[src/rtl/tag_lookup_unit_if.sv]
// rtl/tag_lookup_unit_if.sv - request/response bus of the tag lookup stage
interface tag_lookup_unit_if #(
    parameter int addrBits = 22,
    parameter int tagBits  = 12,
    parameter int waysLog2 = 2
);
    logic                req_valid;
    logic                req_ready;
    logic [addrBits-1:0] req_addr;
    logic [1:0]          req_op;
    logic                resp_valid;
    logic                resp_ready;
    logic                resp_hit;
    logic [waysLog2-1:0] resp_way;
    logic                resp_evict_valid;
    logic [tagBits-1:0]  resp_evict_tag;

    modport master (
        output req_valid, req_addr, req_op, resp_ready,
        input  req_ready, resp_valid, resp_hit, resp_way, resp_evict_valid, resp_evict_tag
    );

    modport slave (
        input  req_valid, req_addr, req_op, resp_ready,
        output req_ready, resp_valid, resp_hit, resp_way, resp_evict_valid, resp_evict_tag
    );
endinterface

[src/rtl/tag_lookup_unit.sv]
// rtl/tag_lookup_unit.sv - set-associative tag lookup with true-LRU replacement (optional LOOKUP_STATS_EN)
module tag_comparator #(
    parameter int tagBits = 12
) (
    input  logic [tagBits-1:0] stored_tag,
    input  logic [tagBits-1:0] req_tag,
    output logic               match
);
    assign match = (stored_tag == req_tag);
endmodule

module tag_lookup_unit #(
    parameter int tagBits    = 12,
    parameter int indexBits  = 4,
    parameter int offsetBits = 6,
    parameter int waysLog2   = 2
) (
    input  logic        clk,
    input  logic        reset,
    tag_lookup_unit_if.slave bus
`ifdef LOOKUP_STATS_EN
    ,
    output logic [31:0] hit_count,
    output logic [31:0] miss_count
`endif
);
    localparam int WAYS = 1 << waysLog2;
    localparam int SETS = 1 << indexBits;

    typedef enum logic [1:0] {IDLE, COMPARE, UPDATE, RESP} state_t;

    state_t                state_q, state_d;
    logic                  rd_done_q, rd_done_d;
    logic [tagBits-1:0]    tag_q, tag_d;
    logic [indexBits-1:0]  index_q, index_d;
    logic [1:0]            op_q, op_d;

    logic [tagBits-1:0]    rd_tag_q [WAYS];
    logic [tagBits-1:0]    rd_tag_d [WAYS];
    logic [WAYS-1:0]       rd_valid_q, rd_valid_d;
    logic [waysLog2-1:0]   rd_age_q [WAYS];
    logic [waysLog2-1:0]   rd_age_d [WAYS];
    logic [WAYS-1:0]       way_hit_q, way_hit_d;
    logic [WAYS-1:0]       match;

    logic                  resp_hit_q, resp_hit_d;
    logic [waysLog2-1:0]   resp_way_q, resp_way_d;
    logic                  resp_evict_valid_q, resp_evict_valid_d;
    logic [tagBits-1:0]    resp_evict_tag_q, resp_evict_tag_d;

    logic [tagBits-1:0]    tag_mem_q   [SETS][WAYS];
    logic [WAYS-1:0]       valid_mem_q [SETS];
    logic [waysLog2-1:0]   age_mem_q   [SETS][WAYS];

    logic                  set_we;
    logic [tagBits-1:0]    set_tag_d [WAYS];
    logic [WAYS-1:0]       set_valid_d;
    logic [waysLog2-1:0]   set_age_d [WAYS];

    logic                  hit_any;
    logic [waysLog2-1:0]   hit_way;
    logic                  has_invalid;
    logic [waysLog2-1:0]   victim;
    logic                  touch_en;
    logic [waysLog2-1:0]   touch_way;

    // The block offset never takes part in a lookup
    logic unused_offset;
    assign unused_offset = ^bus.req_addr[offsetBits-1:0];

    for (genvar w = 0; w < WAYS; w++) begin : g_cmp
        tag_comparator #(.tagBits(tagBits)) u_cmp (
            .stored_tag (rd_tag_q[w]),
            .req_tag    (tag_q),
            .match      (match[w])
        );
    end

    // Next-state, set read, hit resolution, replacement and set write-back
    always_comb begin
        state_d            = state_q;
        rd_done_d          = rd_done_q;
        tag_d              = tag_q;
        index_d            = index_q;
        op_d               = op_q;
        rd_tag_d           = rd_tag_q;
        rd_valid_d         = rd_valid_q;
        rd_age_d           = rd_age_q;
        way_hit_d          = way_hit_q;
        resp_hit_d         = resp_hit_q;
        resp_way_d         = resp_way_q;
        resp_evict_valid_d = resp_evict_valid_q;
        resp_evict_tag_d   = resp_evict_tag_q;
        set_we             = 1'b0;
        set_tag_d          = rd_tag_q;
        set_valid_d        = rd_valid_q;
        set_age_d          = rd_age_q;
        touch_en           = 1'b0;
        touch_way          = '0;

        // Lowest-index hitting way wins if the one-hot invariant is ever broken
        hit_any = |way_hit_q;
        hit_way = '0;
        for (int w = WAYS - 1; w >= 0; w--) begin
            if (way_hit_q[w]) hit_way = waysLog2'(w);
        end
        // Prefer the lowest invalid way, otherwise the least recently used one
        has_invalid = ~&rd_valid_q;
        victim      = '0;
        for (int w = WAYS - 1; w >= 0; w--) begin
            if (has_invalid) begin
                if (!rd_valid_q[w]) victim = waysLog2'(w);
            end else if (rd_age_q[w] == waysLog2'(WAYS - 1)) begin
                victim = waysLog2'(w);
            end
        end

        case (state_q)
            IDLE: begin
                if (bus.req_valid) begin
                    tag_d     = bus.req_addr[offsetBits+indexBits +: tagBits];
                    index_d   = bus.req_addr[offsetBits +: indexBits];
                    op_d      = (bus.req_op == 2'b11) ? 2'b00 : bus.req_op;
                    rd_done_d = 1'b0;
                    state_d   = COMPARE;
                end
            end
            COMPARE: begin
                if (!rd_done_q) begin
                    for (int w = 0; w < WAYS; w++) begin
                        rd_tag_d[w] = tag_mem_q[index_q][w];
                        rd_age_d[w] = age_mem_q[index_q][w];
                    end
                    rd_valid_d = valid_mem_q[index_q];
                    rd_done_d  = 1'b1;
                end else begin
                    way_hit_d = match & rd_valid_q;
                    state_d   = UPDATE;
                end
            end
            UPDATE: begin
                resp_hit_d         = 1'b0;
                resp_way_d         = '0;
                resp_evict_valid_d = 1'b0;
                resp_evict_tag_d   = '0;
                if (hit_any) begin
                    resp_hit_d = 1'b1;
                    resp_way_d = hit_way;
                    set_we     = 1'b1;
                    if (op_q == 2'b10) begin
                        set_valid_d[hit_way] = 1'b0;
                    end else begin
                        touch_en  = 1'b1;
                        touch_way = hit_way;
                    end
                end else if (op_q == 2'b01) begin
                    resp_way_d         = victim;
                    resp_evict_valid_d = rd_valid_q[victim];
                    resp_evict_tag_d   = rd_valid_q[victim] ? rd_tag_q[victim] : '0;
                    set_we             = 1'b1;
                    set_tag_d[victim]  = tag_q;
                    set_valid_d[victim] = 1'b1;
                    touch_en           = 1'b1;
                    touch_way          = victim;
                end
                state_d = RESP;
            end
            RESP: begin
                if (bus.resp_ready) begin
                    resp_hit_d         = 1'b0;
                    resp_way_d         = '0;
                    resp_evict_valid_d = 1'b0;
                    resp_evict_tag_d   = '0;
                    state_d            = IDLE;
                end
            end
            default: state_d = IDLE;
        endcase

        // LRU touch: younger ways age by one, touched way becomes youngest
        if (touch_en) begin
            for (int w = 0; w < WAYS; w++) begin
                if (rd_age_q[w] < rd_age_q[touch_way]) set_age_d[w] = rd_age_q[w] + waysLog2'(1);
            end
            set_age_d[touch_way] = '0;
        end
    end

    // State, pipeline and set storage registers
    always_ff @(posedge clk or posedge reset) begin
        if (reset) begin
            state_q            <= IDLE;
            rd_done_q          <= 1'b0;
            tag_q              <= '0;
            index_q            <= '0;
            op_q               <= '0;
            rd_valid_q         <= '0;
            way_hit_q          <= '0;
            resp_hit_q         <= 1'b0;
            resp_way_q         <= '0;
            resp_evict_valid_q <= 1'b0;
            resp_evict_tag_q   <= '0;
            for (int w = 0; w < WAYS; w++) begin
                rd_tag_q[w] <= '0;
                rd_age_q[w] <= '0;
            end
            for (int s = 0; s < SETS; s++) begin
                valid_mem_q[s] <= '0;
                for (int w = 0; w < WAYS; w++) begin
                    tag_mem_q[s][w] <= '0;
                    age_mem_q[s][w] <= waysLog2'(w);
                end
            end
        end else begin
            state_q            <= state_d;
            rd_done_q          <= rd_done_d;
            tag_q              <= tag_d;
            index_q            <= index_d;
            op_q               <= op_d;
            rd_tag_q           <= rd_tag_d;
            rd_valid_q         <= rd_valid_d;
            rd_age_q           <= rd_age_d;
            way_hit_q          <= way_hit_d;
            resp_hit_q         <= resp_hit_d;
            resp_way_q         <= resp_way_d;
            resp_evict_valid_q <= resp_evict_valid_d;
            resp_evict_tag_q   <= resp_evict_tag_d;
            if (set_we) begin
                valid_mem_q[index_q] <= set_valid_d;
                for (int w = 0; w < WAYS; w++) begin
                    tag_mem_q[index_q][w] <= set_tag_d[w];
                    age_mem_q[index_q][w] <= set_age_d[w];
                end
            end
        end
    end

    assign bus.req_ready        = (state_q == IDLE);
    assign bus.resp_valid       = (state_q == RESP);
    assign bus.resp_hit         = resp_hit_q;
    assign bus.resp_way         = resp_way_q;
    assign bus.resp_evict_valid = resp_evict_valid_q;
    assign bus.resp_evict_tag   = resp_evict_tag_q;

`ifdef LOOKUP_STATS_EN
    logic [31:0] hit_count_q, hit_count_d;
    logic [31:0] miss_count_q, miss_count_d;

    // Saturating lookup statistics, counted on the response handshake
    always_comb begin
        hit_count_d  = hit_count_q;
        miss_count_d = miss_count_q;
        if (state_q == RESP && bus.resp_ready && op_q != 2'b10) begin
            if (resp_hit_q) begin
                if (hit_count_q != '1) hit_count_d = hit_count_q + 32'd1;
            end else begin
                if (miss_count_q != '1) miss_count_d = miss_count_q + 32'd1;
            end
        end
    end

    // Statistics registers
    always_ff @(posedge clk or posedge reset) begin
        if (reset) begin
            hit_count_q  <= '0;
            miss_count_q <= '0;
        end else begin
            hit_count_q  <= hit_count_d;
            miss_count_q <= miss_count_d;
        end
    end

    assign hit_count  = hit_count_q;
    assign miss_count = miss_count_q;
`endif
endmodule

[src/flat_wrapper.sv]
// flat-port wrapper written by rule: the top's interface ports become plain ports
module tag_lookup_unit_flat 
#(
    parameter int tagBits    = 12,
    parameter int indexBits  = 4,
    parameter int offsetBits = 6,
    parameter int waysLog2   = 2
)
  (clk, reset, bus_req_valid, bus_req_addr, bus_req_op, bus_resp_ready, bus_req_ready, bus_resp_valid, bus_resp_hit, bus_resp_way, bus_resp_evict_valid, bus_resp_evict_tag);
  tag_lookup_unit_if #(.addrBits((22)), .tagBits(tagBits), .waysLog2(waysLog2)) bus_i ();
  input  logic clk;
  input  logic reset;
  input wire logic [$bits(bus_i.req_valid)-1:0] bus_req_valid;
  input wire logic [$bits(bus_i.req_addr)-1:0] bus_req_addr;
  input wire logic [$bits(bus_i.req_op)-1:0] bus_req_op;
  input wire logic [$bits(bus_i.resp_ready)-1:0] bus_resp_ready;
  output wire logic [$bits(bus_i.req_ready)-1:0] bus_req_ready;
  output wire logic [$bits(bus_i.resp_valid)-1:0] bus_resp_valid;
  output wire logic [$bits(bus_i.resp_hit)-1:0] bus_resp_hit;
  output wire logic [$bits(bus_i.resp_way)-1:0] bus_resp_way;
  output wire logic [$bits(bus_i.resp_evict_valid)-1:0] bus_resp_evict_valid;
  output wire logic [$bits(bus_i.resp_evict_tag)-1:0] bus_resp_evict_tag;
  assign bus_i.req_valid = bus_req_valid;
  assign bus_i.req_addr = bus_req_addr;
  assign bus_i.req_op = bus_req_op;
  assign bus_i.resp_ready = bus_resp_ready;
  assign bus_req_ready = bus_i.req_ready;
  assign bus_resp_valid = bus_i.resp_valid;
  assign bus_resp_hit = bus_i.resp_hit;
  assign bus_resp_way = bus_i.resp_way;
  assign bus_resp_evict_valid = bus_i.resp_evict_valid;
  assign bus_resp_evict_tag = bus_i.resp_evict_tag;
  tag_lookup_unit #(.tagBits(tagBits), .indexBits(indexBits), .offsetBits(offsetBits), .waysLog2(waysLog2)) u_core (.clk(clk), .reset(reset), .bus(bus_i));
endmodule
[config.mk]
export PLATFORM = sky130hd
export DESIGN_NAME = tag_lookup_unit_flat
export DESIGN_NICKNAME = d
export VERILOG_FILES = /design/src/rtl/tag_lookup_unit_if.sv /design/src/rtl/tag_lookup_unit.sv /design/src/flat_wrapper.sv
export SDC_FILE = /design/constraint.sdc
export NUM_CORES = 2
export LEC_CHECK = 0
export ABC_AREA = 1
export CAP_MARGIN = 20
export CORE_ASPECT_RATIO = 0.8
export CORE_MARGIN = 2
export CORE_UTILIZATION = 30
export DETAILED_ROUTE_END_ITERATION = 16
export DONT_BUFFER_PORTS = 1
export PLACE_DENSITY = 0.56
export SLEW_MARGIN = 5
export SYNTH_ARGS = -nofsm -noshare
export SYNTH_HDL_FRONTEND = slang
export SYNTH_SLANG_ARGS = --single-unit
[constraint.sdc]
create_clock -name clk -period 50.4 [get_ports clk]
set_input_delay 10.08 -clock clk [delete_from_list [all_inputs] [get_ports clk]]
set_output_delay 10.08 -clock clk [all_outputs]
set_load 0.005 [all_outputs]
==> summary.txt <==
kind of critical path -> input pin to asynchronous set/reset pin
worst vdd ir -> 0.0347 mV
synthesized area -> 48600 µm²
Starting DRT DRC Count -> 4879
CTS Buf Count -> 113
Synth top cells by count -> 1783 x nand2_1, 997 x dfrtp_1, 730 x o21ai_0
aggregate global routing overflow -> 0
total power -> 0.00298 W
via count -> 40100
Vias/cell -> 5.20
cell-internal power -> 0.00181 W
Clock Skew -> 0.0282 ns
Max Fanout on Critical Path -> 133
final slew viol count -> 0
Synth Flop Type -> dfrtp_1
largest net degree at the start of global routing -> 169
antenna-violating nets left -> 0
Post-Synth Adder-Cell Area -> 0.206%
Final period util -> 26.6%
clk sinks -> 1061
H-tree depth -> 3
top cell type's share of synthesized area -> 51.3%
die footprint -> 165000 µm²
vias in the first global route -> 38100
initial antenna violation count -> 9
CP Capture Type -> asynchronous set/reset pin
slew of the pin with the lowest slew margin -> 1.14 ns
Comb pwr share -> 30.9%
Routed wire per std cell -> 21.5 µm
Post-synth EDFFs -> 0
Yosys warning total -> 0
HPWL Detailed -> 91100 µm
Seq cells post-synth -> 1061
clock network latency to the later pin of the worst-skew pair -> 0.73 ns
postcts setup bufs -> 0
CTS Root Cell -> clkbuf_16
max-cap viol count -> 0
Sw Share -> 39.3%
hold slack -> 0.469 ns
placed cells -> 7498
clock tree buffer depth -> 3
Port Buffer Count -> 0
post-route setup slack -> 37.01 ns
library cells used by synthesis -> 53
Mapped Cells -> 5698
final worst path period need -> 13.39 ns
post-CTS sizing -> 0
register share of total power -> 39.8%
row count -> 132
critical path launch point type -> input pin
RSZ-0062 raised after global routing -> false
Die W -> 454 µm
worst min path class -> register to register
CP Data Required Time -> 51.23 ns
mux share of post-synthesis cell area -> 0%
Setup TNS -> 0 ns
power per cell area -> 54.9 nW/µm²
Die H -> 364 µm
CTS tree -> yes
core box area -> 161000 µm²
share of layout cells above drive strength 1 -> 9.18%
ys async rst share -> 100%
Final Hold Fails -> 0
Avg Cell Area, Syn -> 8.54 µm²
P_sw -> 0.00117 W
Clock Power Share -> 29.3%
drt pass-1 iters -> 6
main area contributors after synthesis -> dfrtp_1 51%, nand2_1 14%, o21ai_0 7.5%
P_leak -> 23.9 nW
synthesis-to-layout area growth -> 11.7%
GR Util All Layers -> 19.9%
Fmax achieved -> 0.0747 GHz
cell type with the largest total area after synthesis -> dfrtp_1
Setup-failing EPs final -> 0
Synth Area in XOR/XNOR -> 0.360%
final non-filler cell total -> 7714
Filler Cell Count -> 16600
DP Worst Slack -> 35.92 ns
WL final -> 166000 µm
Final nets -> 5510
synthesized net count -> 5734
routability cong. -> 0.881
Initial Util -> 30.1%
complex-gate fraction of the synthesized area -> 18.8%
CTS clk-pin slew, worst paths -> 0.06 ns
sequential area share after synthesis -> 54.8%
largest family of logic cells by synthesized area -> compound AO/OA/AOI/OAI gates
Top Ports -> 46
cts hold-fix bufs -> 0
Rel. slew slack -> 23.2%
count leader, synth -> nand2_1
Critical Path AT -> 14.21 ns
DRC Markers -> 0
post-synthesis simple-gate area fraction -> 17.5%
first-pass GRT wire length -> 251000 µm
status -> finished, final reports clean
[metrics by stage]
| step | utilization, % | instance area, µm² |
|---|---|---|
| finish | 33.7 | 54300 |
| global route | 33.7 | 54300 |
| CTS | 33.6 | 54200 |
| detailed placement | 31.2 | 50300 |
| global placement | 31.2 | 50300 |
| floorplan | - | 48600 |
[sequential cells by signal (all words and copies together), names as in the netlist]
register                     cells
u_core.tag_mem_q               768
u_core.age_mem_q               128
u_core.valid_mem_q              64
u_core.rd_tag_q                 48
u_core.bus.resp_evict_tag       12
u_core.tag_q                    12
u_core.rd_age_q                  8
u_core.index_q                   4
u_core.rd_valid_q                4
u_core.way_hit_q                 4
u_core.bus.resp_way              2
u_core.op_q                      2
u_core.state_q                   2
u_core.bus.resp_evict_valid      1
u_core.bus.resp_hit              1
u_core.rd_done_q                 1
[power groups by stage]
stage | Clock [W] | Sequential, W | Combinational [W]
after CTS | 0.000887 | 0.00118 | 0.000902
after global placement | 0 | 0.00119 | 0.000888
after floorplan | 0 | 0.00115 | 0.000622
final | 0.000875 | 0.00119 | 0.000920
after global routing | 0.000923 | 0.00121 | 0.000993
after detailed placement | 0 | 0.00120 | 0.000898
[cells in the final DEF, fill, tap and decap left out, types with 11 or more instances in the layout]
cell type,n
xor2_1,14
bufinv_16,11
inv_2,20
nand3_1,185
o21ai_4,12
a31oi_1,54
o221ai_1,118
nand2_4,12
nand2_2,18
dfstp_2,64
clkbuf_1,24
or2_2,14
clkbuf_8,32
nand2_1,1771
inv_1,556
o21ai_2,33
a41oi_1,31
o21ai_0,730
a22oi_1,192
a221oi_1,18
nor2_1,73
a21oi_4,11
o22ai_1,125
o21ai_1,40
dfrtp_1,995
a21oi_1,49
clkinv_2,27
nand4_1,26
o41ai_1,15
buf_4,88
clkbuf_16,114
[cell type report]
type	instances	area, µm²	area share, %
clock buffers	170	3380	6.23
repair buffers	96	821	1.51
multi-input cells	3613	18100	33.2
inverters	589	2230	4.11
diodes	3	7.51	0.0138
well taps	2144	2680	4.94
flip-flops and latches	1061	26600	49.0
clock inverters	38	498	0.917
[worst paths after layout]
check,from,end,slack (ns),depth (start not counted)
min,u_core.age_mem_q[75],u_core.age_mem_q[75],0.47,2
max reg2reg,u_core.index_q[1],u_core.rd_valid_q[3],46.13,9
min in group asynchronous,reset,u_core.tag_mem_q[734],9.39,1
min reg2reg,u_core.age_mem_q[75],u_core.age_mem_q[75],0.47,2
max in group clk,u_core.state_q[1],bus_req_ready,38.84,2
max,reset,u_core.age_mem_q[116],37.01,6
[cell families after synthesis]
group,count (synthesis)
buffers and inverters,1024
xor gates and xnor gates,20
DFF,1061
and+or+nand+nor,2131
adders and majority gates,8
AOI/OAI and AO/OA,1454
[critical path, stage by stage]
cell	delay [ns]
inv_8	0.60
buf_4	0.73
buf_4	0.88
buf_4	0.80
buf_4	0.51
buf_16	0.29
[per-layer routing]
metal	routed length (µm)	share of wire [%]	vias up	track usage (%)
met5	57	0.034	-	0
met1	75100	45	19800	28.8
met3	14800	8.9	300	3.91
li1	-	-	18300	-
met2	71900	43	1708	30.1
met4	4140	2.5	10	5.07
Power figures use the tool's default switching activity.
